### src/rtl/cluster_dispatch_queue.sv
// Purpose: buffers rename bundles into one FIFO per execution cluster, each drained by its own valid/ready issue port.
// Latency: a uop accepted at edge N appears on its issue port after edge N; there is no bypass from rename.
// Backpressure: a bundle is taken whole only if every target FIFO has room at its registered occupancy; pops give no same-cycle credit.
module cluster_dispatch_queue #(
    parameter int MAX_UOPS     = 2,
    parameter int NUM_CLUSTERS = 4,
    parameter int DEPTH        = 4,
    parameter int UOP_W        = 8,
    parameter int CLUSTER_W    = 2,
    parameter int CNT_W        = 16
) (
    input  logic                                        clk_i,
    input  logic                                        rst_ni,
    input  logic                                        flush_i,
    input  logic                                        rename_valid_i,
    input  logic [MAX_UOPS*UOP_W-1:0]                   rename_uops_i,
    input  logic [MAX_UOPS*CLUSTER_W-1:0]               rename_cluster_i,
    input  logic [$clog2(MAX_UOPS+1)-1:0]               rename_uop_count_i,
    output logic                                        dispatch_ready_o,
    output logic [NUM_CLUSTERS-1:0]                     issue_valid_o,
    output logic [NUM_CLUSTERS*UOP_W-1:0]               issue_uop_o,
    input  logic [NUM_CLUSTERS-1:0]                     issue_ready_i,
    output logic [NUM_CLUSTERS*$clog2(DEPTH+1)-1:0]     occupancy_o,
    output logic [NUM_CLUSTERS*CNT_W-1:0]               issue_count_o
);

    localparam int CNT_IN_W = $clog2(MAX_UOPS + 1);
    localparam int OCC_W    = $clog2(DEPTH + 1);
    localparam int PTR_W    = (DEPTH > 1) ? $clog2(DEPTH) : 1;
    localparam int CL_IDX_W = (NUM_CLUSTERS > 1) ? $clog2(NUM_CLUSTERS) : 1;

    logic [UOP_W-1:0]    mem        [NUM_CLUSTERS][DEPTH];
    logic [PTR_W-1:0]    wr_ptr     [NUM_CLUSTERS];
    logic [PTR_W-1:0]    rd_ptr     [NUM_CLUSTERS];
    logic [PTR_W-1:0]    wr_ptr_nxt [NUM_CLUSTERS];
    logic [OCC_W-1:0]    occ        [NUM_CLUSTERS];
    logic [OCC_W-1:0]    demand     [NUM_CLUSTERS];
    logic [CNT_W-1:0]    cnt        [NUM_CLUSTERS];

    logic [CNT_IN_W-1:0] lane_cnt;
    logic                lane_vld   [MAX_UOPS];
    logic [CL_IDX_W-1:0] lane_cl    [MAX_UOPS];
    logic [OCC_W-1:0]    lane_off   [MAX_UOPS];
    logic [PTR_W-1:0]    lane_idx   [MAX_UOPS];

    logic                    push;
    logic [NUM_CLUSTERS-1:0] pop;

    function automatic int wrap_idx(input int v);
        return (v >= DEPTH) ? v - DEPTH : v;
    endfunction

    // Lane decode: each valid lane gets its rank among earlier lanes to the same cluster.
    always_comb begin
        lane_cnt = rename_uop_count_i;
        if (rename_uop_count_i > CNT_IN_W'(MAX_UOPS)) begin
            lane_cnt = CNT_IN_W'(MAX_UOPS);
        end
        for (int c = 0; c < NUM_CLUSTERS; c++) begin
            demand[c] = '0;
        end
        for (int i = 0; i < MAX_UOPS; i++) begin
            lane_vld[i] = CNT_IN_W'(i) < lane_cnt;
            lane_cl[i]  = '0;
            if (int'(rename_cluster_i[i*CLUSTER_W +: CLUSTER_W]) < NUM_CLUSTERS) begin
                lane_cl[i] = CL_IDX_W'(rename_cluster_i[i*CLUSTER_W +: CLUSTER_W]);
            end
            lane_off[i] = '0;
            if (lane_vld[i]) begin
                lane_off[i]         = demand[lane_cl[i]];
                demand[lane_cl[i]]  = demand[lane_cl[i]] + OCC_W'(1);
            end
        end
    end

    always_comb begin
        dispatch_ready_o = !flush_i;
        for (int c = 0; c < NUM_CLUSTERS; c++) begin
            if ((OCC_W'(DEPTH) - occ[c]) < demand[c]) begin
                dispatch_ready_o = 1'b0;
            end
            wr_ptr_nxt[c] = PTR_W'(wrap_idx(int'(wr_ptr[c]) + int'(demand[c])));
            pop[c]        = (occ[c] != '0) && issue_ready_i[c];
        end
        for (int i = 0; i < MAX_UOPS; i++) begin
            lane_idx[i] = PTR_W'(wrap_idx(int'(wr_ptr[lane_cl[i]]) + int'(lane_off[i])));
        end
    end

    assign push = rename_valid_i && dispatch_ready_o;

    always_ff @(posedge clk_i or negedge rst_ni) begin
        if (!rst_ni) begin
            for (int c = 0; c < NUM_CLUSTERS; c++) begin
                wr_ptr[c] <= '0;
                rd_ptr[c] <= '0;
                occ[c]    <= '0;
                cnt[c]    <= '0;
            end
        end else if (flush_i) begin
            // Counters survive a flush; a pop on the flush edge is dropped uncounted.
            for (int c = 0; c < NUM_CLUSTERS; c++) begin
                wr_ptr[c] <= '0;
                rd_ptr[c] <= '0;
                occ[c]    <= '0;
            end
        end else begin
            for (int c = 0; c < NUM_CLUSTERS; c++) begin
                if (pop[c]) begin
                    rd_ptr[c] <= (rd_ptr[c] == PTR_W'(DEPTH - 1)) ? '0 : rd_ptr[c] + PTR_W'(1);
                    cnt[c]    <= cnt[c] + CNT_W'(1);
                end
                if (push) begin
                    wr_ptr[c] <= wr_ptr_nxt[c];
                end
                occ[c] <= occ[c] + (push ? demand[c] : '0) - OCC_W'(pop[c]);
            end
        end
    end

    // Storage needs no reset: an empty FIFO never exposes its contents.
    always_ff @(posedge clk_i) begin
        if (push && !flush_i) begin
            for (int i = 0; i < MAX_UOPS; i++) begin
                if (lane_vld[i]) begin
                    mem[lane_cl[i]][lane_idx[i]] <= rename_uops_i[i*UOP_W +: UOP_W];
                end
            end
        end
    end

    always_comb begin
        issue_valid_o = '0;
        issue_uop_o   = '0;
        occupancy_o   = '0;
        issue_count_o = '0;
        for (int c = 0; c < NUM_CLUSTERS; c++) begin
            issue_valid_o[c]                 = occ[c] != '0;
            occupancy_o[c*OCC_W +: OCC_W]    = occ[c];
            issue_count_o[c*CNT_W +: CNT_W]  = cnt[c];
            if (occ[c] != '0) begin
                issue_uop_o[c*UOP_W +: UOP_W] = mem[c][rd_ptr[c]];
            end
        end
    end

endmodule

### config.mk
export PLATFORM = sky130hd
export DESIGN_NAME = cluster_dispatch_queue
export DESIGN_NICKNAME = d
export VERILOG_FILES = /design/src/rtl/cluster_dispatch_queue.sv
export SDC_FILE = /design/constraint.sdc
export NUM_CORES = 1
export LEC_CHECK = 0
export CELL_PAD_IN_SITES_DETAIL_PLACEMENT = 1
export CELL_PAD_IN_SITES_GLOBAL_PLACEMENT = 1
export CORE_MARGIN = 4
export CORE_UTILIZATION = 46
export CTS_CLUSTER_DIAMETER = 120
export CTS_CLUSTER_SIZE = 24
export DETAILED_ROUTE_END_ITERATION = 8
export PLACE_DENSITY = 0.77
export SLEW_MARGIN = 20
export SYNTH_ARGS = -nofsm -noshare
export SYNTH_HDL_FRONTEND = slang
export SYNTH_SLANG_ARGS = --single-unit
export TNS_END_PERCENT = 1
### constraint.sdc
create_clock -name clk_i -period 5.41 [get_ports clk_i]
set_input_delay 0.8115 -clock clk_i [delete_from_list [all_inputs] [get_ports clk_i]]
set_output_delay 0.8115 -clock clk_i [all_outputs]
set_load 0.01 [all_outputs]
==> results.cfg <==
[status]
status = finished clean

[critical_path]
startpoint = rename_cluster_i[2]
path_class = in2out
crit_path_end_kind = output pin
path_max_fanout = 8
start_kind = input port
slowest_delay_ns = 0.64
critPathArrivalTime_ns = 3.86
worst_ep_required_time_ns = 4.60
r2r_start = occupancy_o[3]
crit_buf_inv = 2
path_cells = clkdlybuf4s50_1, nand2_1, or3_1, ha_1, o221ai_2, or3_4, nor2_1, clkdlybuf4s50_1
crit_family = simple AND/OR/NAND/NOR gates
crit_top_cell = clkdlybuf4s50_1
cp_slowest_cell = clkdlybuf4s50_1

[finish]
syn2layout_area_growth_pct = 19.35
fin_nets = 1111
multi_input_area_um2 = 5401
layout_commonest_cell = clkdlybuf4s50_1
seqCellArea_um2 = 6146
n_antenna_cell = 0
layout-drive-gt1-share_pct = 24.19
final_cell_mix = clkdlybuf4s50_1 (141), mux2_2 (135), edfxtp_1 (128)
n_fill_cell = 2516

[yosys]
yosysTopAreaCell = edfxtp_1
synthCells = 887
synthAdderAreaFrac_pct = 4.580
ys_seq_elements = 220
syn_nets = 958
synth_edf_count = 128
synth.avg_cell_area_um2 = 13.37
ys_warn_count = 0
yosys.area.top_type_share_pct = 32.42
synthesis.area_um2 = 11860
ys.flop_type = edfxtp_1
synth_top_family_by_area = multiplexers
synth_compound_area_share_pct = 2.406
synth_xor_area_share_pct = 5.900
synth.area.mux_share_pct = 19.65
yosys-top-cells-area = edfxtp_1 (32%), dfrtp_1 (19%), mux2_2 (13%), mux4_2 (6.6%), ha_1 (3.9%)
synth-seq-area-share_pct = 51.84
synth_simple_gate_area_share_pct = 13.02
synthArstFlopShare_pct = 41.82
yosysUniqueCellTypes = 59

[clock_tree]
cts_root_buf = clkbuf_16
worstSkewPairLatency_ns = 0.48
path_clk_slew_ns = 0.10
clkSinkCount = 220
cts_buffers = 13
cts_max_path_buffers = 3
htree_levels = 1
cts-resized-gates = 0
hold_buffers = 0
cts_setup_buffers = 0
cts_tree = built

[placed_design]
hpwl_um = 22270
post-place-ws_ns = 0.4842
port-buffer-count = 142
gp_congestion = 0.8760

[timing]
rsz0062_at_grt = false
max_freq_mhz = 214.0
worst_clock_skew_ns = 0.03088
hold_ws_ns = 0.2991
finalHoldViolations = 0
worst_slew_pin_slew_ns = 0.8898
finalSetupTns_ns = 0
period_minus_slack_ns = 4.673
slew_headroom_pct = 40.28
setup_violations = 0
maxSlewViolCount = 0
worst_slack_ns = 0.7367
post-route-period-util_pct = 86.38

[routing]
vias_per_cell = 5.637
num_vias = 7756
drt-pass1-iter-count = 5
drc_errors = 0
routed_wirelength_um = 30590
drtAntennaViolNets = 0
drt-initial-drc-count = 442
wl_per_cell_um = 22.23

[global_route]
grt_pass1_vias = 8414
grt_max_degree = 57
gr-usage-all-layers_pct = 21.70
antenna_found_initial = 0
grt_pass1_wl_um = 49000
grt.overflow.total = 0

[die]
fp.dieW_um = 168.5
dieArea_um2 = 28400
start_util_pct = 46.94
core_um2 = 25250
io_pins = 143
die_y_um = 168.5
num_rows = 58

[power]
p_seq_share_pct = 41.0
power_leakage_nw = 5.347
power_per_cell_area_nw_per_um2 = 377.6
vdd_ir_drop_max_mv = 0.3626
combPwrFrac_pct = 39.8
intPower_w = 0.003492
p_switching_w = 0.001851
p_clk_share_pct = 19.2
p_sw_share_pct = 34.64

[flow_run]
max_cap_viol_count = 0

[hold_path]
hp-class = in2async
==> flip-flops by register name, indices dropped and copies added (netlist names) <==
register       cells
issue_count_o     64
wr_ptr             8
mem              128
occupancy_o       12
rd_ptr             8
==> logic make-up (layout without fill, tap and decap cells) <==
family | count (synthesis) | in the layout
xor gates and xnor gates | 79 | 79
DFF | 220 | 220
AOI/OAI and AO/OA | 43 | 43
and+or+nand+nor | 256 | 256
muxes | 172 | 172
adders and majority gates | 41 | 41
buffers and inverters | 76 | 235
==> area by class of cell <==
cell class,instances,share of cell area [%]
clock buffer,20,2.485
multi-input combinational,591,38.18
tap,330,2.918
inverter,38,1.008
clock inverter,1,0.1415
timing repair buffer,176,11.83
sequential,220,43.44
==> power by group through the flow <==
stage	sequential (W)	clock [W]	combinational, W
2_1_floorplan	0.00216	0	0.00122
3_3_place_gp	0.00222	0	0.00207
3_5_place_dp	0.00223	0	0.00213
4_1_cts	0.00220	0.00106	0.00216
5_1_grt	0.00223	0.00111	0.00233
6_report	0.00219	0.00103	0.00212
==> cell usage after synthesis (2+ instances only) <==
| library cell | instances |
|---|---|
| fa_1 | 4 |
| a211o_1 | 2 |
| buf_4 | 2 |
| mux4_2 | 35 |
| nand4_1 | 14 |
| and4_1 | 9 |
| and2_1 | 34 |
| nand3_2 | 15 |
| nor4b_4 | 2 |
| a21oi_1 | 12 |
| xnor2_1 | 49 |
| nand2_1 | 52 |
| nand3_1 | 24 |
| xor2_1 | 29 |
| dfrtp_1 | 92 |
| nor3_1 | 13 |
| ha_1 | 37 |
| nor3b_1 | 3 |
| or3_1 | 5 |
| nand2b_1 | 7 |
| nor2_1 | 33 |
| and3_1 | 10 |
| nor2b_1 | 15 |
| buf_2 | 6 |
| inv_1 | 38 |
| clkbuf_1 | 20 |
| o21ai_0 | 12 |
| mux2_2 | 135 |
| edfxtp_1 | 128 |
| nor4_1 | 4 |
| nor3_4 | 2 |
| o21ai_1 | 8 |
| nor3_2 | 2 |
| buf_1 | 9 |
==> metrics by stage <==
stage	util, %	area (µm²)	std cells	power, W
2_1_floorplan	-	11860	887	0.003380
3_3_place_gp	54.55	13780	1355	0.004295
3_5_place_dp	54.55	13780	1355	0.004367
4_1_cts	56.02	14150	1376	0.005413
5_1_grt	56.02	14150	1376	0.005677
6_report	56.02	14150	1376	0.005343
==> worst paths after layout <==
| check | to | slack, ns | cells past startpoint |
|---|---|---|---|
| min in group clk_i | issue_count_o[31] | 0.48 | 1 |
| max in group asynchronous | occupancy_o[0] | 4.01 | 2 |
| max | dispatch_ready_o | 0.74 | 8 |
| min | issue_count_o[15] | 0.30 | 1 |
| max reg2reg | occupancy_o[5] | 1.35 | 17 |
| min reg2reg | issue_count_o[31] | 0.48 | 1 |
==> per-layer routing <==
metal  vias to the layer above  GRT usage [%]  wire length (µm)
met4                         0          3.952               449
met3                        28          2.639              1315
met1                      3992          29.70             13170
li1                       3553              -                 -
met2                       183          37.88             15660
met5                         -              0                 0
(Power assumes the default switching activity.)
